==> config.mk <==
export PLATFORM = sky130hd
export DESIGN_NAME = id_ex_pipe_reg_flat
export DESIGN_NICKNAME = d
export VERILOG_FILES = /design/src/rtl/id_ex_pipe_reg_pkg.sv /design/src/rtl/id_ex_pipe_reg_if.sv /design/src/rtl/id_ex_pipe_reg_skid_buf.sv /design/src/rtl/id_ex_pipe_reg.sv /design/src/flat_wrapper.sv
export SDC_FILE = /design/constraint.sdc
export NUM_CORES = 1
export LEC_CHECK = 0
export CORE_MARGIN = 4
export CORE_UTILIZATION = 49
export DETAILED_ROUTE_END_ITERATION = 8
export PLACE_DENSITY = 0.76
export SYNTH_ARGS = -nofsm -noshare
export SYNTH_HDL_FRONTEND = slang
export SYNTH_SLANG_ARGS = --single-unit
==> constraint.sdc <==
create_clock -name clk -period 2.2 [get_ports clk]
set_input_delay 0.44 -clock clk [delete_from_list [all_inputs] [get_ports clk]]
set_output_delay 0.44 -clock clk [all_outputs]
set_load 0.01 [all_outputs]
==> src/rtl/id_ex_pipe_reg_pkg.sv <==
// mips_pipe_pkg: definitions shared by the MIPS32 pipeline boundary registers.
//   - default field widths (DATA_W, REG_W, CTRL_W)
//   - bit positions of each control signal inside the control bundle
//   - ALUOp encodings
//   - state encoding for the 2-entry skid register
//   - packed ID/EX payload struct (default widths)
package mips_pipe_pkg;

    localparam int DATA_W = 32;
    localparam int REG_W  = 5;
    localparam int CTRL_W = 11;

    // Control bundle, MSB first:
    // {Jump, MemToReg, RegWrite, ALUSrc, MemWrite, ALUOp[2:0], MemRead, Branch, RegDst}
    localparam int CTRL_REGDST   = 0;
    localparam int CTRL_BRANCH   = 1;
    localparam int CTRL_MEMREAD  = 2;
    localparam int CTRL_ALUOP_LO = 3;
    localparam int CTRL_ALUOP_HI = 5;
    localparam int CTRL_MEMWRITE = 6;
    localparam int CTRL_ALUSRC   = 7;
    localparam int CTRL_REGWRITE = 8;
    localparam int CTRL_MEMTOREG = 9;
    localparam int CTRL_JUMP     = 10;

    localparam logic [2:0] ALUOP_ADD   = 3'b000;
    localparam logic [2:0] ALUOP_SUB   = 3'b001;
    localparam logic [2:0] ALUOP_RTYPE = 3'b010;
    localparam logic [2:0] ALUOP_AND   = 3'b011;
    localparam logic [2:0] ALUOP_OR    = 3'b100;
    localparam logic [2:0] ALUOP_SLT   = 3'b101;

    typedef enum logic [1:0] {
        SKID_EMPTY = 2'd0,
        SKID_ONE   = 2'd1,
        SKID_FULL  = 2'd2
    } skid_state_t;

    typedef struct packed {
        logic [DATA_W-1:0] pc4;
        logic [DATA_W-1:0] rsData;
        logic [DATA_W-1:0] rtData;
        logic [DATA_W-1:0] imm;
        logic [DATA_W-1:0] jtarget;
        logic [REG_W-1:0]  rtAddr;
        logic [REG_W-1:0]  rdAddr;
        logic [CTRL_W-1:0] ctrl;
    } id_ex_payload_t;

endpackage

==> src/rtl/id_ex_pipe_reg_if.sv <==
// id_ex_pipe_reg_if: ID -> EX boundary signals.
//   in_*      : ID-side valid/ready handshake and payload
//   flush     : synchronous bubble insert
//   out_*     : EX-side valid/ready handshake and registered payload
// Modports:
//   slave  : the pipeline register (consumes in_*, produces out_*)
//   master : the surrounding pipeline (drives in_*, flush, out_ready)
interface id_ex_pipe_reg_if #(
    parameter int DATA_W = mips_pipe_pkg::DATA_W,
    parameter int REG_W  = mips_pipe_pkg::REG_W,
    parameter int CTRL_W = mips_pipe_pkg::CTRL_W
) ();
    logic              in_valid;
    logic              in_ready;
    logic [DATA_W-1:0] in_pc4;
    logic [DATA_W-1:0] in_rs_data;
    logic [DATA_W-1:0] in_rt_data;
    logic [DATA_W-1:0] in_imm;
    logic [DATA_W-1:0] in_jtarget;
    logic [REG_W-1:0]  in_rt_addr;
    logic [REG_W-1:0]  in_rd_addr;
    logic [CTRL_W-1:0] in_ctrl;
    logic              flush;
    logic              out_valid;
    logic              out_ready;
    logic [DATA_W-1:0] out_pc4;
    logic [DATA_W-1:0] out_rs_data;
    logic [DATA_W-1:0] out_rt_data;
    logic [DATA_W-1:0] out_imm;
    logic [DATA_W-1:0] out_jtarget;
    logic [REG_W-1:0]  out_rt_addr;
    logic [REG_W-1:0]  out_rd_addr;
    logic [CTRL_W-1:0] out_ctrl;

    modport slave (
        input  in_valid, in_pc4, in_rs_data, in_rt_data, in_imm, in_jtarget,
               in_rt_addr, in_rd_addr, in_ctrl, flush, out_ready,
        output in_ready, out_valid, out_pc4, out_rs_data, out_rt_data, out_imm,
               out_jtarget, out_rt_addr, out_rd_addr, out_ctrl
    );

    modport master (
        output in_valid, in_pc4, in_rs_data, in_rt_data, in_imm, in_jtarget,
               in_rt_addr, in_rd_addr, in_ctrl, flush, out_ready,
        input  in_ready, out_valid, out_pc4, out_rs_data, out_rt_data, out_imm,
               out_jtarget, out_rt_addr, out_rd_addr, out_ctrl
    );
endinterface

==> src/rtl/id_ex_pipe_reg_skid_buf.sv <==
// pipe_skid_buf: generic 2-entry skid register with synchronous flush.
// Ports:
//   clk, rst_n          : clock, asynchronous active-low reset
//   flush               : drop both entries (priority over accept and pop)
//   inValid/inReady     : upstream handshake, inData payload
//   outValid/outReady   : downstream handshake, outData payload (main entry)
//
// state       | meaning
// ------------+-------------------------------------------
// SKID_EMPTY  | no entry valid
// SKID_ONE    | main entry valid, skid entry free
// SKID_FULL   | main and skid valid, upstream held off
module pipe_skid_buf
    import mips_pipe_pkg::*;
#(
    parameter int WIDTH = 8
) (
    input  logic             clk,
    input  logic             rst_n,
    input  logic             flush,
    input  logic             inValid,
    output logic             inReady,
    input  logic [WIDTH-1:0] inData,
    output logic             outValid,
    input  logic             outReady,
    output logic [WIDTH-1:0] outData
);
    skid_state_t      state;
    skid_state_t      stateNext;
    logic [WIDTH-1:0] mainData;
    logic [WIDTH-1:0] skidData;
    logic             accept;
    logic             pop;
    logic             loadMain;
    logic             loadSkid;
    logic             moveSkid;

    // Both flags come straight from state, so in_ready never sees out_ready.
    assign inReady  = (state != SKID_FULL);
    assign outValid = (state != SKID_EMPTY);
    assign accept   = inValid && inReady;
    assign pop      = outValid && outReady;
    assign outData  = mainData;

    always_ff @(posedge clk or negedge rst_n) begin
        if (!rst_n) begin
            state <= SKID_EMPTY;
        end else begin
            state <= stateNext;
        end
    end

    always_comb begin
        stateNext = state;
        if (flush) begin
            stateNext = SKID_EMPTY;
        end else begin
            case (state)
                SKID_EMPTY: if (accept) stateNext = SKID_ONE;
                SKID_ONE: begin
                    if (pop && !accept)      stateNext = SKID_EMPTY;
                    else if (accept && !pop) stateNext = SKID_FULL;
                end
                SKID_FULL:  if (pop) stateNext = SKID_ONE;
                default:    stateNext = SKID_EMPTY;
            endcase
        end
    end

    always_comb begin
        loadMain = 1'b0;
        loadSkid = 1'b0;
        moveSkid = 1'b0;
        if (!flush) begin
            case (state)
                SKID_EMPTY: loadMain = accept;
                SKID_ONE: begin
                    loadMain = accept && pop;
                    loadSkid = accept && !pop;
                end
                SKID_FULL:  moveSkid = pop;
                default: ;
            endcase
        end
    end

    // Flush clears the stored words so no stale control survives a bubble.
    always_ff @(posedge clk or negedge rst_n) begin
        if (!rst_n) begin
            mainData <= '0;
            skidData <= '0;
        end else if (flush) begin
            mainData <= '0;
            skidData <= '0;
        end else begin
            if (loadMain)      mainData <= inData;
            else if (moveSkid) mainData <= skidData;
            if (loadSkid)      skidData <= inData;
        end
    end

endmodule

==> src/rtl/id_ex_pipe_reg.sv <==
// id_ex_pipe_reg: ID/EX pipeline boundary register for the MIPS32 core.
// Carries PC+4, operands, immediate, jump target, RT/RD addresses and the
// control bundle from decode into execute through a 2-entry skid register.
// Ports:
//   clk, rst_n    : clock, asynchronous active-low reset
//   bus (slave)   : in_* / out_* handshakes and payload, flush
//   stall_cycles  : (only with STALL_CNT_EN) saturating count of cycles
//                   with out_valid && !out_ready; reset clears, flush does not
// Build option: define STALL_CNT_EN to add the stall counter.
module id_ex_pipe_reg #(
    parameter int DATA_W = mips_pipe_pkg::DATA_W,
    parameter int REG_W  = mips_pipe_pkg::REG_W,
    parameter int CTRL_W = mips_pipe_pkg::CTRL_W
) (
    input  logic clk,
    input  logic rst_n,
    id_ex_pipe_reg_if.slave bus
`ifdef STALL_CNT_EN
    ,
    output logic [31:0] stall_cycles
`endif
);
    import mips_pipe_pkg::*;

    localparam int PAY_W = 5 * DATA_W + 2 * REG_W + CTRL_W;

    logic [PAY_W-1:0]  inPayload;
    logic [PAY_W-1:0]  outPayload;
    logic [CTRL_W-1:0] storedCtrl;

    assign inPayload = {bus.in_pc4, bus.in_rs_data, bus.in_rt_data, bus.in_imm,
                        bus.in_jtarget, bus.in_rt_addr, bus.in_rd_addr, bus.in_ctrl};

    pipe_skid_buf #(.WIDTH(PAY_W)) skidBuf (
        .clk      (clk),
        .rst_n    (rst_n),
        .flush    (bus.flush),
        .inValid  (bus.in_valid),
        .inReady  (bus.in_ready),
        .inData   (inPayload),
        .outValid (bus.out_valid),
        .outReady (bus.out_ready),
        .outData  (outPayload)
    );

    assign {bus.out_pc4, bus.out_rs_data, bus.out_rt_data, bus.out_imm,
            bus.out_jtarget, bus.out_rt_addr, bus.out_rd_addr, storedCtrl} = outPayload;

    // A bubble must never carry live control into EX.
    assign bus.out_ctrl = bus.out_valid ? storedCtrl : '0;

`ifdef STALL_CNT_EN
    always_ff @(posedge clk or negedge rst_n) begin
        if (!rst_n) begin
            stall_cycles <= '0;
        end else if (bus.out_valid && !bus.out_ready && (stall_cycles != '1)) begin
            stall_cycles <= stall_cycles + 32'd1;
        end
    end
`endif

endmodule
==> src/flat_wrapper.sv <==
// flat-port wrapper written by rule: the top's interface ports become plain ports
module id_ex_pipe_reg_flat import mips_pipe_pkg::*;
#(
    parameter int DATA_W = mips_pipe_pkg::DATA_W,
    parameter int REG_W  = mips_pipe_pkg::REG_W,
    parameter int CTRL_W = mips_pipe_pkg::CTRL_W
)
  (clk, rst_n, bus_in_valid, bus_in_pc4, bus_in_rs_data, bus_in_rt_data, bus_in_imm, bus_in_jtarget, bus_in_rt_addr, bus_in_rd_addr, bus_in_ctrl, bus_flush, bus_out_ready, bus_in_ready, bus_out_valid, bus_out_pc4, bus_out_rs_data, bus_out_rt_data, bus_out_imm, bus_out_jtarget, bus_out_rt_addr, bus_out_rd_addr, bus_out_ctrl);
  id_ex_pipe_reg_if #(.DATA_W(DATA_W), .REG_W(REG_W), .CTRL_W(CTRL_W)) bus_i ();
  input  logic clk;
  input  logic rst_n;
  input wire logic [$bits(bus_i.in_valid)-1:0] bus_in_valid;
  input wire logic [$bits(bus_i.in_pc4)-1:0] bus_in_pc4;
  input wire logic [$bits(bus_i.in_rs_data)-1:0] bus_in_rs_data;
  input wire logic [$bits(bus_i.in_rt_data)-1:0] bus_in_rt_data;
  input wire logic [$bits(bus_i.in_imm)-1:0] bus_in_imm;
  input wire logic [$bits(bus_i.in_jtarget)-1:0] bus_in_jtarget;
  input wire logic [$bits(bus_i.in_rt_addr)-1:0] bus_in_rt_addr;
  input wire logic [$bits(bus_i.in_rd_addr)-1:0] bus_in_rd_addr;
  input wire logic [$bits(bus_i.in_ctrl)-1:0] bus_in_ctrl;
  input wire logic [$bits(bus_i.flush)-1:0] bus_flush;
  input wire logic [$bits(bus_i.out_ready)-1:0] bus_out_ready;
  output wire logic [$bits(bus_i.in_ready)-1:0] bus_in_ready;
  output wire logic [$bits(bus_i.out_valid)-1:0] bus_out_valid;
  output wire logic [$bits(bus_i.out_pc4)-1:0] bus_out_pc4;
  output wire logic [$bits(bus_i.out_rs_data)-1:0] bus_out_rs_data;
  output wire logic [$bits(bus_i.out_rt_data)-1:0] bus_out_rt_data;
  output wire logic [$bits(bus_i.out_imm)-1:0] bus_out_imm;
  output wire logic [$bits(bus_i.out_jtarget)-1:0] bus_out_jtarget;
  output wire logic [$bits(bus_i.out_rt_addr)-1:0] bus_out_rt_addr;
  output wire logic [$bits(bus_i.out_rd_addr)-1:0] bus_out_rd_addr;
  output wire logic [$bits(bus_i.out_ctrl)-1:0] bus_out_ctrl;
  assign bus_i.in_valid = bus_in_valid;
  assign bus_i.in_pc4 = bus_in_pc4;
  assign bus_i.in_rs_data = bus_in_rs_data;
  assign bus_i.in_rt_data = bus_in_rt_data;
  assign bus_i.in_imm = bus_in_imm;
  assign bus_i.in_jtarget = bus_in_jtarget;
  assign bus_i.in_rt_addr = bus_in_rt_addr;
  assign bus_i.in_rd_addr = bus_in_rd_addr;
  assign bus_i.in_ctrl = bus_in_ctrl;
  assign bus_i.flush = bus_flush;
  assign bus_i.out_ready = bus_out_ready;
  assign bus_in_ready = bus_i.in_ready;
  assign bus_out_valid = bus_i.out_valid;
  assign bus_out_pc4 = bus_i.out_pc4;
  assign bus_out_rs_data = bus_i.out_rs_data;
  assign bus_out_rt_data = bus_i.out_rt_data;
  assign bus_out_imm = bus_i.out_imm;
  assign bus_out_jtarget = bus_i.out_jtarget;
  assign bus_out_rt_addr = bus_i.out_rt_addr;
  assign bus_out_rd_addr = bus_i.out_rd_addr;
  assign bus_out_ctrl = bus_i.out_ctrl;
  id_ex_pipe_reg #(.DATA_W(DATA_W), .REG_W(REG_W), .CTRL_W(CTRL_W)) u_core (.clk(clk), .rst_n(rst_n), .bus(bus_i));
endmodule
==> results.json, run 1 <==
{
  "worst_ir_drop_vdd_mv": 0.620,
  "initial_core_util": 0.495,
  "fin_crit_sh": 0.939,
  "rsz0062_at_grt": "no",
  "placedInstanceArea_sq_um": 21700,
  "cp.required_ns": 1.76,
  "cts_root_buffer": "clkbuf_16",
  "grt_max_degree": 86,
  "yosysSeqAreaShare": 0.504,
  "drv_slew": 0,
  "setup_viol": 0,
  "yosys_warnings": 0,
  "synthMuxAreaShare": 0,
  "dr.first_iter.drc_count": 1189,
  "synth.most_common_cell": "dfrtp_1",
  "cts.sinks": 364,
  "slew_headroom": 0.642,
  "synth_top_area_share": 0.504,
  "startpoint_type": "flop",
  "ios": 369,
  "p_per_area_nw_per_um2": 750,
  "num_vias": 13900,
  "rr_endpoint": "u_core.skidBuf.outData[64]",
  "path_class": "reg -> out",
  "synthToLayoutAreaGrowth_pct": 27.7,
  "antenna_found_initial": 4,
  "die_h_microns": 200,
  "fin_tns_setup_ns": 0,
  "grt_pass1_vias": 14300,
  "rr_worst_depth": 7,
  "yosys-top-cells-count": "dfrtp_1, buf_4, a22o_1",
  "status": "complete, no violations",
  "synthDistinctLibCells": 28,
  "grt_overflow": 0,
  "synth_xor_area_frac": 0,
  "cp.arrival_ns": 1.63,
  "worst_hold_path_type": "in -> async",
  "wirelength_microns": 52500,
  "critPathCapture": "bus_out_ctrl[9]",
  "synth_nets": 1656,
  "path_cells": "nor2_2 -> buf_12 -> nor2b_1 -> dlygate4sd2_1",
  "rows": 70,
  "fin_util": 0.631,
  "synth_top_family_by_area": "compound AO/OA/AOI/OAI gates",
  "netlist_instances": 1470,
  "crit_family": "buffers and inverters",
  "cts.clk_slew.worst_paths_ns": 0.06,
  "async_flop_share": 1.00,
  "first_pass_iters": 5,
  "path_max_fanout": 12,
  "critical-path-slowest-cell": "dfrtp_2",
  "synth-adder-area-share": 0,
  "track_usage": 0.254,
  "hold_viol": 0,
  "routed_via_density": 6.48,
  "cts_buffers": 41,
  "die_x_microns": 200,
  "ant_nets": 0,
  "synth-edff-count": 0,
  "grt_pass1_wl_microns": 82300,
  "cap_violations": 0,
  "end_kind": "output pin",
  "core_sq_um": 36500,
  "htree_levels": 2,
  "ys_top_cells_by_area": "dfrtp_1, o221a_2, a22o_1",
  "p_leak_nw": 9.99,
  "fmax_mhz": 484,
  "synth_top_cell_by_area": "dfrtp_1",
  "ys.flop_type": "dfrtp_1",
  "holdWs_ns": 0.451,
  "period_needed_ns": 2.07,
  "dieArea_sq_um": 40000,
  "drive_gt1_frac": 0.224,
  "synth_seq_cells": 364,
  "dp_hpwl_microns": 34000,
  "cts_tree": "built",
  "worst_slack_ns": 0.134,
  "synth_compound_gate_area_share": 0.290,
  "tightest_slew_ns": 0.537,
  "port_buffers": 368,
  "nets": 1830,
  "fin_skew_ns": 0.0126,
  "synth_area_sq_um": 18100,
  "cp_num_cells": 4,
  "clk_path_buf_depth": 3,
  "dp_slack_ns": -0.0745,
  "fin_area_sq_um": 23100,
  "synth-simple-area-share": 0.0862,
  "clock_latency_ns": 0.54,
  "critPathMaxStageDelay_ns": 0.38,
  "syn_avg_cell_area_sq_um": 12.3,
  "critical_path.startpoint": "u_core.skidBuf.state[0]",
  "wl_per_cell_microns": 24.5,
  "worstReg2RegStart": "u_core.skidBuf.state[0]",
  "reg2reg_slack_ns": 0.21,
  "drcViolationCount": 0,
  "place.gp.congestion": 0.809,
  "crit_buf_inv": 2
}
==> logic make-up (layout without fill, tap and decap cells) <==
logic type | Yosys count | count (layout)
compound gates | 549 | 549
buf+inv | 352 | 556
flops | 364 | 364
other cells | 0 | 4
simple gates | 205 | 205
==> placed cells by master (no fill, tap or decap), drive strengths merged, types with 2 or more instances in the layout <==
| cell type | n |
|---|---|
| nand2 | 3 |
| or3b | 2 |
| dfrtp | 364 |
| clkbuf | 62 |
| a22o | 181 |
| diode | 4 |
| buf | 113 |
| clkinv | 8 |
| o221a | 180 |
| nor3b | 180 |
| nor2b | 13 |
| dlymetal6s2s | 3 |
| clkdlybuf4s50 | 354 |
| a21oi | 3 |
| nor2 | 2 |
| dlygate4sd2 | 10 |
| inv | 4 |
| o22a | 180 |
| nand2b | 3 |
==> registers in the layout, summed over array words and instances (netlist names) <==
register and cells:
u_core.skidBuf.skidData 181, u_core.skidBuf.state 2, u_core.skidBuf.outData 181
==> metal layers <==
metal  track usage  part of all wire
met1         0.362              0.42
met2         0.393              0.47
met3        0.0453             0.076
met4        0.0898             0.035
met5             0           0.00040
==> metrics by stage <==
| step | total power [mW] | std cells |
|---|---|---|
| finish | 17.3 | 2146 |
| floorplan | 9.32 | 1470 |
| detailed placement | 10.7 | 2066 |
| global route | 17.9 | 2144 |
| global placement | 10.7 | 2066 |
| CTS | 17.4 | 2142 |
==> how the worst min path moves through the flow <==
stage | endpoint | cells after the start
floorplan | u_core.skidBuf.outData[0] | 0
global placement | u_core.skidBuf.outData[102] | 1
detailed placement | u_core.skidBuf.outData[102] | 1
CTS | u_core.skidBuf.outData[102] | 2
global route | u_core.skidBuf.outData[98] | 2
finish | u_core.skidBuf.skidData[102] | 2
==> timing repair <==
| action | CTS | global route |
|---|---|---|
| endpoints found under the setup margin | 12 | 3 |
| setup buffers | 2 | 0 |
| endpoints found under the hold margin | 47 | 0 |
| hold buffers | 1 | 0 |
| resized for setup | 12 | 3 |
==> layout make-up <==
type	count	area [sq um]
well taps	468	586
flip-flops and latches	364	9110
fillers	2739	13500
diodes	4	10.0
clock buffers	62	1250
multi-input cells	754	6830
inverters	2	12.5
repair buffers	481	5200
clock inverters	11	65.1
==> where the power goes <==
group / internal (mW) / switching (mW)
combinational: 1.77 / 1.45
sequential: 7.14 / 0.285
clock: 3.91 / 2.75
total: 12.8 / 4.48
(Power assumes the default switching activity.)
==> inputs of run 2 (changes only) <==
--- a/config.mk
+++ b/config.mk
@@ -5,6 +5,7 @@
 export SDC_FILE = /design/constraint.sdc
 export NUM_CORES = 1
 export LEC_CHECK = 0
+export CORE_ASPECT_RATIO = 1.1
 export CORE_MARGIN = 4
 export CORE_UTILIZATION = 49
 export DETAILED_ROUTE_END_ITERATION = 8
==> run 2 against run 1 <==
Compared with the run above:
- sequential power about the same
- via count about the same
- power up 1.7%
- sequential share of layout area up 0.050 points
- utilization up 0.37 points
- clock-buffer cell count down 4
- non-clock buffer count down 18
- register-to-register slack about the same
- critical endpoint is now bus_out_ctrl[3]
- combinational power down 2%
- fmax down 3.4%
- clock skew up 0.0028 ns
==> results.json, run 2 (synthesized netlist as in run 1, its figures left out) <==
{
  "status": "complete, no violations",
  "hold_viol": 0,
  "routed_via_density": 6.49,
  "cts_root_buffer": "clkbuf_16",
  "wirelength_microns": 52400,
  "crit_buf_inv": 2,
  "cts_buffers": 40,
  "setup_viol": 0,
  "die_h_microns": 209,
  "dieArea_sq_um": 40000,
  "ant_nets": 0,
  "critPathMaxStageDelay_ns": 0.39,
  "drcViolationCount": 0,
  "num_vias": 13900,
  "drv_slew": 0,
  "antenna_found_initial": 3,
  "grt_pass1_wl_microns": 83300,
  "htree_levels": 2,
  "grt_max_degree": 97,
  "worst_hold_path_type": "in -> async",
  "grt_pass1_vias": 14400,
  "grt_overflow": 0,
  "p_total_mw": 17.6,
  "period_needed_ns": 2.14,
  "fmax_mhz": 468,
  "nets": 1811,
  "final_common_cell": "dfrtp_1",
  "clk_path_buf_depth": 3,
  "grt.busiest_layer": "met2",
  "worst_ir_drop_vdd_mv": 0.573,
  "initial_core_util": 0.498,
  "path_class": "reg -> out",
  "track_usage": 0.254,
  "rsz0062_at_grt": "no",
  "clock_latency_ns": 0.53,
  "fin_skew_ns": 0.0154,
  "cts_tree": "built",
  "crit_family": "buffers and inverters",
  "path_cells": "nor2_4 -> buf_12 -> nor2b_1 -> dlygate4sd2_1",
  "core_sq_um": 36300,
  "tightest_slew_ns": 0.633,
  "cap_violations": 0,
  "p_per_area_nw_per_um2": 764,
  "critical_path.startpoint": "u_core.skidBuf.state[0]",
  "slew_headroom": 0.578,
  "cp.arrival_ns": 1.70,
  "critical-path-slowest-cell": "dfrtp_1",
  "die_x_microns": 191,
  "synthToLayoutAreaGrowth_pct": 27.5,
  "end_kind": "output pin",
  "placedInstanceArea_sq_um": 21600,
  "fin_util": 0.635,
  "grt_use_met3": 0.0542,
  "worstReg2RegStart": "u_core.skidBuf.state[1]",
  "dr.first_iter.drc_count": 1273,
  "drive_gt1_frac": 0.215,
  "use_met1": 0.355,
  "layout_common_cells": "dfrtp_1, clkdlybuf4s50_1, a22o_1, o221a_2, o22a_1",
  "fillers": 2727,
  "fin_area_sq_um": 23000,
  "dp_hpwl_microns": 32600,
  "met2_usage": 0.404,
  "fin_crit_sh": 0.972,
  "path_max_fanout": 12,
  "startpoint_type": "flop",
  "holdWs_ns": 0.403,
  "cp.required_ns": 1.76,
  "cts.clk_slew.worst_paths_ns": 0.06,
  "cts.sinks": 364,
  "wl_per_cell_microns": 24.4,
  "p_leak_nw": 9.91,
  "port_buffers": 368,
  "place.gp.congestion": 0.806,
  "rows": 73,
  "ios": 369,
  "first_pass_iters": 7
}
-- run 2: layout make-up --
cell class	instances	area [sq um]	area share
flip-flops and latches	364	9110	0.396
multi-input cells	754	6830	0.297
repair buffers	463	5090	0.221
clock buffers	58	1190	0.0517
well taps	487	609	0.0265
clock inverters	13	173	0.00750
inverters	2	12.5	0.000543
diodes	2	5.00	0.000217
-- run 2: what timing repair did --
item	CTS	global route
resized for setup	14	1
setup buffers	1	0
hold endpoints to repair	33	0
pin swaps	1	0
hold buffers	1	0
cloned	0	0
endpoints found under the setup margin	13	1
-- run 2: metal layers --
| layer | vias to the layer above | share of wire |
|---|---|---|
| met4 | 4 | 0.026 |
| met1 | 7261 | 0.42 |
| met5 | - | 0.00044 |
| li1 | 5922 | - |
| met2 | 627 | 0.48 |
| met3 | 95 | 0.077 |
-- run 2: per-stage QoR --
stage	instances	setup WS, ns	setup TNS (ns)
final	2143	0.0621	0
after global routing	2141	0.0170	0
after CTS	2141	0.00394	0
after detailed placement	2068	-0.167	-14.95
after global placement	2068	-0.0918	-7.23
after floorplan	1470	0.578	0
-- run 2: report_power, final --
| part | internal (mW) | total (mW) | switching (mW) |
|---|---|---|---|
| sequential | 7.14 | 7.43 | 0.298 |
| combinational | 1.75 | 3.17 | 1.43 |
| clock | 4.22 | 6.98 | 2.76 |
-- run 2: final timing paths --
path / end / slack (ns) / cells after the start
min in group clk: u_core.skidBuf.outData[78] / 0.50 / 1
worst min-delay path: u_core.skidBuf.outData[112] / 0.40 / 2
worst min register to register: u_core.skidBuf.outData[78] / 0.50 / 1
max in group asynchronous: u_core.skidBuf.skidData[43] / 0.99 / 3
worst max-delay path: bus_out_ctrl[3] / 0.06 / 4
worst max register to register: u_core.skidBuf.outData[62] / 0.22 / 5
